### config.mk
export PLATFORM = sky130hd
export DESIGN_NAME = ar_outstanding_watchdog
export DESIGN_NICKNAME = d
export VERILOG_FILES = /design/src/rtl/prefetch_wd_pkg.sv /design/src/rtl/wd_ffs_alloc.sv /design/src/rtl/ar_outstanding_watchdog.sv
export SDC_FILE = /design/constraint.sdc
export NUM_CORES = 1
export LEC_CHECK = 0
export ABC_AREA = 1
export BUFFER_PORTS_ARGS = -buffer_cell sky130_fd_sc_hd__clkbuf_2
export CORE_MARGIN = 10
export CORE_UTILIZATION = 40
export CTS_CLUSTER_DIAMETER = 80
export CTS_CLUSTER_SIZE = 12
export DETAILED_ROUTE_END_ITERATION = 7
export PLACE_DENSITY_LB_ADDON = 0.05
export SLEW_MARGIN = 25
export SYNTH_ARGS = -nofsm -noshare
export SYNTH_HDL_FRONTEND = slang
export SYNTH_SLANG_ARGS = --single-unit
### constraint.sdc
create_clock -name clk -period 13.79 [get_ports clk]
set_input_delay 1.379 -clock clk [delete_from_list [all_inputs] [get_ports clk]]
set_output_delay 1.379 -clock clk [all_outputs]
set_load 0.01 [all_outputs]
### src/rtl/prefetch_wd_pkg.sv
`default_nettype none
//------------------------------------------------------------------------------
// Package  : prefetch_wd_pkg
// Function : shared types for the AR outstanding watchdog (error codes, slot)
// Revision : 1.0
//------------------------------------------------------------------------------
package prefetch_wd_pkg;

    localparam int ERR_CODE_W = 3;

    // Slot field widths; the watchdog parameters default to these values.
    localparam int SLOT_ID_W  = 8;
    localparam int SLOT_LEN_W = 8;
    localparam int SLOT_AGE_W = 3;
    localparam int SLOT_CNT_W = 10;

    typedef enum logic [ERR_CODE_W-1:0] {
        ERR_NONE     = 3'd0,
        ERR_TIMEOUT  = 3'd1,
        ERR_UNEXP_R  = 3'd2,
        ERR_LEN      = 3'd3,
        ERR_OVERFLOW = 3'd4
    } err_code_e;

    typedef struct packed {
        logic                  valid;
        logic [SLOT_ID_W-1:0]  id;
        logic [SLOT_LEN_W-1:0] len;
        logic [SLOT_LEN_W-1:0] beats;
        logic [SLOT_AGE_W-1:0] age;
        logic [SLOT_CNT_W-1:0] cnt;
    } slot_t;

endpackage
`default_nettype wire

### src/rtl/wd_ffs_alloc.sv
`default_nettype none
//------------------------------------------------------------------------------
// Module   : wd_ffs_alloc
// Function : lowest-set-bit priority encoder (onehot, index, none flag)
// Revision : 1.0
//------------------------------------------------------------------------------
module wd_ffs_alloc #(
    parameter int WIDTH = 8,
    parameter int IDX_W = 3
) (
    input  logic [WIDTH-1:0] req,
    output logic [WIDTH-1:0] onehot,
    output logic [IDX_W-1:0] idx,
    output logic             none
);

    // Scan downwards so the lowest requesting bit is the last one written.
    always_comb begin
        onehot = '0;
        idx    = '0;
        none   = 1'b1;
        for (int i = WIDTH - 1; i >= 0; i--) begin
            if (req[i]) begin
                onehot    = '0;
                onehot[i] = 1'b1;
                idx       = IDX_W'(i);
                none      = 1'b0;
            end
        end
    end

endmodule
`default_nettype wire

### src/rtl/ar_outstanding_watchdog.sv
`default_nettype none
//------------------------------------------------------------------------------
// Module   : ar_outstanding_watchdog
// Function : passive per-slot AR/R burst watchdog with sticky error code;
//            AR_OUTSTANDING_WATCHDOG_STATS_EN adds latency/timeout statistics
// Revision : 1.0
//------------------------------------------------------------------------------
module ar_outstanding_watchdog
    import prefetch_wd_pkg::*;
#(
    parameter int ID_WIDTH        = SLOT_ID_W,
    parameter int BURST_LEN_WIDTH = SLOT_LEN_W,
    parameter int LOG_DEPTH       = SLOT_AGE_W,
    parameter int WATCHDOG_SIZE   = SLOT_CNT_W
) (
    input  logic                       clk,
    input  logic                       rst,
    input  logic                       en,
    input  logic                       ar_valid,
    input  logic                       ar_ready,
    input  logic [ID_WIDTH-1:0]        ar_id,
    input  logic [BURST_LEN_WIDTH-1:0] ar_len,
    input  logic                       r_valid,
    input  logic                       r_ready,
    input  logic [ID_WIDTH-1:0]        r_id,
    input  logic                       r_last,
    input  logic [WATCHDOG_SIZE-1:0]   cfg_timeout,
    input  logic                       err_clear,
    output logic                       full,
    output logic [LOG_DEPTH:0]         outstanding,
    output logic [ERR_CODE_W-1:0]      err_code,
    output logic [ID_WIDTH-1:0]        err_id
`ifdef AR_OUTSTANDING_WATCHDOG_STATS_EN
    ,
    output logic [WATCHDOG_SIZE-1:0]   stat_max_lat,
    output logic [15:0]                stat_timeouts
`endif
);

    localparam int c_depth = 1 << LOG_DEPTH;

    slot_t                      r_slot     [c_depth];
    slot_t                      w_slot_nxt [c_depth];
    err_code_e                  r_err_code;
    logic [ID_WIDTH-1:0]        r_err_id;
    logic                       r_full;
    logic [LOG_DEPTH:0]         r_outstanding;

    logic                       w_ar_fire;
    logic                       w_r_fire;
    logic                       w_alloc;
    logic                       w_free;
    logic [c_depth-1:0]         w_valid;
    logic [c_depth-1:0]         w_free_oh;
    logic [c_depth-1:0]         w_alloc_oh;
    logic [c_depth-1:0]         w_valid_nxt;
    logic [LOG_DEPTH-1:0]       w_alloc_idx;
    logic                       w_alloc_none;
    logic                       w_hit;
    logic [LOG_DEPTH-1:0]       w_hit_idx;
    logic [BURST_LEN_WIDTH-1:0] w_hit_beats;
    logic [BURST_LEN_WIDTH-1:0] w_hit_len;
    logic                       w_to_hit;
    logic [ID_WIDTH-1:0]        w_to_id;
    logic [LOG_DEPTH-1:0]       w_new_age;
    logic                       w_err_ovf;
    logic                       w_err_unexp;
    logic                       w_err_len;

    assign w_ar_fire = ar_valid & ar_ready & en;
    assign w_r_fire  = r_valid & r_ready & en;

    always_comb begin
        w_valid = '0;
        for (int i = 0; i < c_depth; i++) begin
            w_valid[i] = r_slot[i].valid;
        end
    end

    wd_ffs_alloc #(
        .WIDTH (c_depth),
        .IDX_W (LOG_DEPTH)
    ) u_alloc (
        .req    (~w_valid),
        .onehot (w_alloc_oh),
        .idx    (w_alloc_idx),
        .none   (w_alloc_none)
    );

    // Heads (age 0) are the only slots that time out or accept R beats.
    always_comb begin
        w_hit     = 1'b0;
        w_hit_idx = '0;
        w_to_hit  = 1'b0;
        w_to_id   = '0;
        for (int i = c_depth - 1; i >= 0; i--) begin
            if (r_slot[i].valid && r_slot[i].age == '0) begin
                if (r_slot[i].id == r_id) begin
                    w_hit     = 1'b1;
                    w_hit_idx = LOG_DEPTH'(i);
                end
                if (en && cfg_timeout != '0 && r_slot[i].cnt == cfg_timeout) begin
                    w_to_hit = 1'b1;
                    w_to_id  = r_slot[i].id;
                end
            end
        end
    end

    assign w_hit_beats = r_slot[w_hit_idx].beats;
    assign w_hit_len   = r_slot[w_hit_idx].len;
    assign w_free      = w_r_fire & w_hit & r_last;
    assign w_alloc     = w_ar_fire & ~w_alloc_none;

    assign w_err_ovf   = w_ar_fire & w_alloc_none;
    assign w_err_unexp = w_r_fire & ~w_hit;
    assign w_err_len   = w_r_fire & w_hit &
                         (r_last ? (w_hit_beats != w_hit_len) : (w_hit_beats == w_hit_len));

    // A slot freed this cycle no longer counts towards the new burst's age.
    always_comb begin
        w_free_oh = '0;
        w_new_age = '0;
        for (int i = 0; i < c_depth; i++) begin
            if (w_free && LOG_DEPTH'(i) == w_hit_idx) begin
                w_free_oh[i] = 1'b1;
            end else if (r_slot[i].valid && r_slot[i].id == ar_id) begin
                w_new_age = w_new_age + LOG_DEPTH'(1);
            end
        end
    end

    assign w_valid_nxt = (w_valid & ~w_free_oh) | (w_alloc ? w_alloc_oh : '0);

    always_comb begin
        for (int i = 0; i < c_depth; i++) begin
            w_slot_nxt[i] = r_slot[i];
            if (en && r_slot[i].valid && r_slot[i].age == '0 && r_slot[i].cnt != '1) begin
                w_slot_nxt[i].cnt = r_slot[i].cnt + WATCHDOG_SIZE'(1);
            end
            if (w_r_fire && w_hit && LOG_DEPTH'(i) == w_hit_idx) begin
                w_slot_nxt[i].beats = r_slot[i].beats + BURST_LEN_WIDTH'(1);
                w_slot_nxt[i].cnt   = '0;
                w_slot_nxt[i].valid = ~r_last;
            end else if (w_free && r_slot[i].valid && r_slot[i].id == r_id) begin
                w_slot_nxt[i].age = r_slot[i].age - LOG_DEPTH'(1);
            end
            if (w_alloc && LOG_DEPTH'(i) == w_alloc_idx) begin
                w_slot_nxt[i].valid = 1'b1;
                w_slot_nxt[i].id    = ar_id;
                w_slot_nxt[i].len   = ar_len;
                w_slot_nxt[i].beats = '0;
                w_slot_nxt[i].age   = w_new_age;
                w_slot_nxt[i].cnt   = '0;
            end
        end
    end

    always_ff @(posedge clk) begin
        if (rst) begin
            for (int i = 0; i < c_depth; i++) begin
                r_slot[i] <= '0;
            end
            r_full        <= 1'b0;
            r_outstanding <= '0;
        end else begin
            for (int i = 0; i < c_depth; i++) begin
                r_slot[i] <= w_slot_nxt[i];
            end
            r_full        <= &w_valid_nxt;
            r_outstanding <= (LOG_DEPTH+1)'($countones(w_valid_nxt));
        end
    end

    // First error sticks; same-cycle priority overflow > unexpected R > length > timeout.
    always_ff @(posedge clk) begin
        if (rst || err_clear) begin
            r_err_code <= ERR_NONE;
            r_err_id   <= '0;
        end else if (r_err_code == ERR_NONE) begin
            if (w_err_ovf) begin
                r_err_code <= ERR_OVERFLOW;
                r_err_id   <= ar_id;
            end else if (w_err_unexp) begin
                r_err_code <= ERR_UNEXP_R;
                r_err_id   <= r_id;
            end else if (w_err_len) begin
                r_err_code <= ERR_LEN;
                r_err_id   <= r_id;
            end else if (w_to_hit) begin
                r_err_code <= ERR_TIMEOUT;
                r_err_id   <= w_to_id;
            end
        end
    end

    assign full        = r_full;
    assign outstanding = r_outstanding;
    assign err_code    = r_err_code;
    assign err_id      = r_err_id;

`ifdef AR_OUTSTANDING_WATCHDOG_STATS_EN
    logic [WATCHDOG_SIZE-1:0] r_stat_max_lat;
    logic [15:0]              r_stat_timeouts;
    logic [WATCHDOG_SIZE-1:0] w_hit_cnt;

    assign w_hit_cnt = r_slot[w_hit_idx].cnt;

    always_ff @(posedge clk) begin
        if (rst || err_clear) begin
            r_stat_max_lat  <= '0;
            r_stat_timeouts <= '0;
        end else begin
            if (w_r_fire && w_hit && w_hit_cnt > r_stat_max_lat) begin
                r_stat_max_lat <= w_hit_cnt;
            end
            if (w_to_hit && r_stat_timeouts != 16'hFFFF) begin
                r_stat_timeouts <= r_stat_timeouts + 16'd1;
            end
        end
    end

    assign stat_max_lat  = r_stat_max_lat;
    assign stat_timeouts = r_stat_timeouts;
`endif

endmodule
`default_nettype wire

==> metrics.txt <==
CTS resizes 0; fmax approximately 120 MHz; status finished, final reports clean; largest net degree at the start of global routing between 80 and 90; Worst VDD drop 0.0903 mV; detailed-route via count between 15,000 and 20,000; Max-slew headroom between 20% and 30%; Antenna Nets Post-Route 0; initial antenna violation count 1; overflow left after global routing 0; Mapped Cells 2,953; Die Area between 0.05 and 0.06 sq mm; Tot GR Track Use about a quarter; layout cells sized above 1 6.73%; # fillers just over 5,000; top cell type's share of synthesized area 33.0%; clock buffer depth 3; CP startpoint kind primary input; DR pass1 iterations 6; PortBufs slightly below 60; fin. max-slew vios 0; # setup viols final 0; Clk Latency, worst-skew pair between 500 and 600 ps; syn nets 3,042; CTS root buf clkbuf_16; CP bufs+invs 7; drt drc 0; Cells after DPL approximately 3,500; DP Wirelength about 57,000 um; Min-Delay Path Class register to register; Main synth FF type dfxtp_1; initial core utilization between 40% and 50%; Syn Std Cell Area just under 0.02 sq mm; Final Util between 40 and 50%; Avg WL per Cell approximately 21 um; GPL Wtd Cong roughly 0.96; largest area contributor in the synthesized netlist dfxtp_1; Placeable Area between 0.04 and 0.05 sq mm; Post-Route Setup TNS 0 ps; fin crit share 61.4%; RSZ-0062 raised after global routing false; max cap viols 0; Post-synth EDFFs 0; Tmin final around 8500 ps; Synth Area per Inst 6.58 sq um; Distinct cells, synth 53; vias per cell between 5 and 6; die width about 240 um; CP Data Required Time 14,210 ps; CTS sink cnt 320; CTS tree built; Die Span Y roughly 240 um; CP most frequent cell nand2_1; P per Cell Area 94.3 mW/mm^2; first-pass GRT wire length 116,000 um; CP top delay family simple AND/OR/NAND/NOR gates; crit-path max FO 36; Worst setup EP type register; max incr delay on CP 550 ps; Async SR Flop Fraction 0%; Num CTS Buffers 35; Area Growth Syn to Fin 9.64%; Worst Tran Pin Value ~1000 ps; Synth Warn # 0; Worst-path clk slew 60 ps; CTS hold repair buffers 0; crit path DAT approximately 9000 ps; Top Ports a little under 60; Final Hold Viols 0; Area contributors post-synth dfxtp_1 33%, nand2_1 12%, inv_1 7.4%; Yosys reg bits 320; DRT Wirelength 77,100 um; net count reported at finish 3,050; critical path class primary input to register; Ant. Diodes 0; postcts setup bufs 0; htree depth 2; CP max stage cell nand2_2; Seq/Total Area, Yosys 33.0%; leak pwr 8.62 nW; Max Clock Skew between 15 and 20 ps; DRT iter0 DRCs about 1,900; row count 80; vias in the first global route between 15,000 and 20,000; Cell Count, Final, Fillers Out 3,587
-- layer usage --
| metal | global-route usage, % | routed length, um |
|---|---|---|
| met5 | 0 | 13 |
| met4 | 9.22 | 2550 |
| met3 | 3.80 | 4700 |
| met2 | 42.0 | 34800 |
| met1 | 35.6 | 35100 |
-- placed cells by master, fill, tap and decap left out, types with 12 or more instances in the layout --
cell type,n
dfxtp_1,320
nand4_1,120
clkbuf_16,37
nor2_2,12
inv_1,381
buf_4,17
nor2_1,301
o21ai_0,200
clkbuf_2,58
or2_2,18
nor4_1,20
ha_1,42
nand2_1,602
o22ai_1,32
xnor2_1,62
a21oi_1,220
nor3b_1,26
nor3_1,54
xor2_1,83
inv_2,16
nand3_1,208
o211ai_1,24
-- worst min-delay path: cells and delay by family (launching register included) --
kind | cells | cell delay [ps]
DFF | 1 | 300
buffers and inverters | 1 | 60
AOI/OAI and AO/OA | 1 | 50
-- worst paths after layout --
path	cells after the start	slack (ps)	from	to
max	45	5320	r_id[1]	r_slot[7][12]
min	2	450	r_slot[6][21]	r_slot[6][21]
max reg2reg	43	5760	r_slot[7][10]	r_slot[7][12]
min reg2reg	2	450	r_slot[6][21]	r_slot[6][21]
-- where the power goes --
| group | leakage, nW | switching [mW] | total [mW] | internal [mW] |
|---|---|---|---|---|
| Combinational | 5.52 | 0.102 | 0.138 | 0.0361 |
| Sequential | 2.58 | 0.00398 | 0.933 | 0.929 |
| Clock | 0.517 | 0.407 | 0.937 | 0.530 |
| Total | 8.62 | 0.513 | 2.01 | 1.50 |
-- sequential cells by signal, summed over array words and instances (netlist names) --
register     flops
outstanding      4
err_code         3
err_id           8
r_slot         304
full             1
-- Yosys cell counts (6+ instances only) --
cell      number
a211oi_1       6
a21oi_1      220
a221oi_1       7
buf_1          8
buf_2         12
buf_4         10
clkbuf_1      75
clkinv_1      12
dfxtp_1      320
ha_1          42
inv_1        381
inv_2         15
nand2_1      602
nand2_2        9
nand3_1      208
nand3_2        7
nand3b_1      11
nand4_1      120
nor2_1       307
nor2_2         7
nor3_1        54
nor3b_1       27
nor4_1        23
o211ai_1      24
o21ai_0      200
o21ai_1        7
o22ai_1       32
or2_2         18
xnor2_1       62
xor2_1        83
-- through the flow --
stage               power [mW]  setup slack, ps  hold WS, ps  instance area (sq um)
floorplan                 1.04             6940          429                  19400
detailed placement        1.09             4810          446                  20200
CTS                       2.03             5400          456                  21300
global placement          1.09             5000          441                  20200
global route              2.08             4650          481                  21300
finish                    2.01             5320          454                  21300
-- kinds of logic (layout without fill, tap and decap cells) --
group	count (synthesis)	count (layout)	synth area share (%)
flip-flops	320	320	33.0
adder cells (fa/ha/maj)	46	46	3.12
AND/OR/NAND/NOR	1409	1409	32.6
buffers and inverters	515	534	10.3
XOR/XNOR	146	146	6.62
AO/OA/AOI/OAI	516	516	14.4
multiplexers	1	1	0.0580
-- layout make-up --
class / count / area [sq um] / area share (%)
clock buffers: 42 / 965 / 4.53
clock inverters: 6 / 92.6 / 0.435
inverters: 409 / 1540 / 7.22
multi-input cells: 2118 / 11100 / 52.0
flip-flops and latches: 320 / 6410 / 30.1
well taps: 615 / 769 / 3.61
repair buffers: 77 / 460 / 2.16
Power figures use the tool's default switching activity.
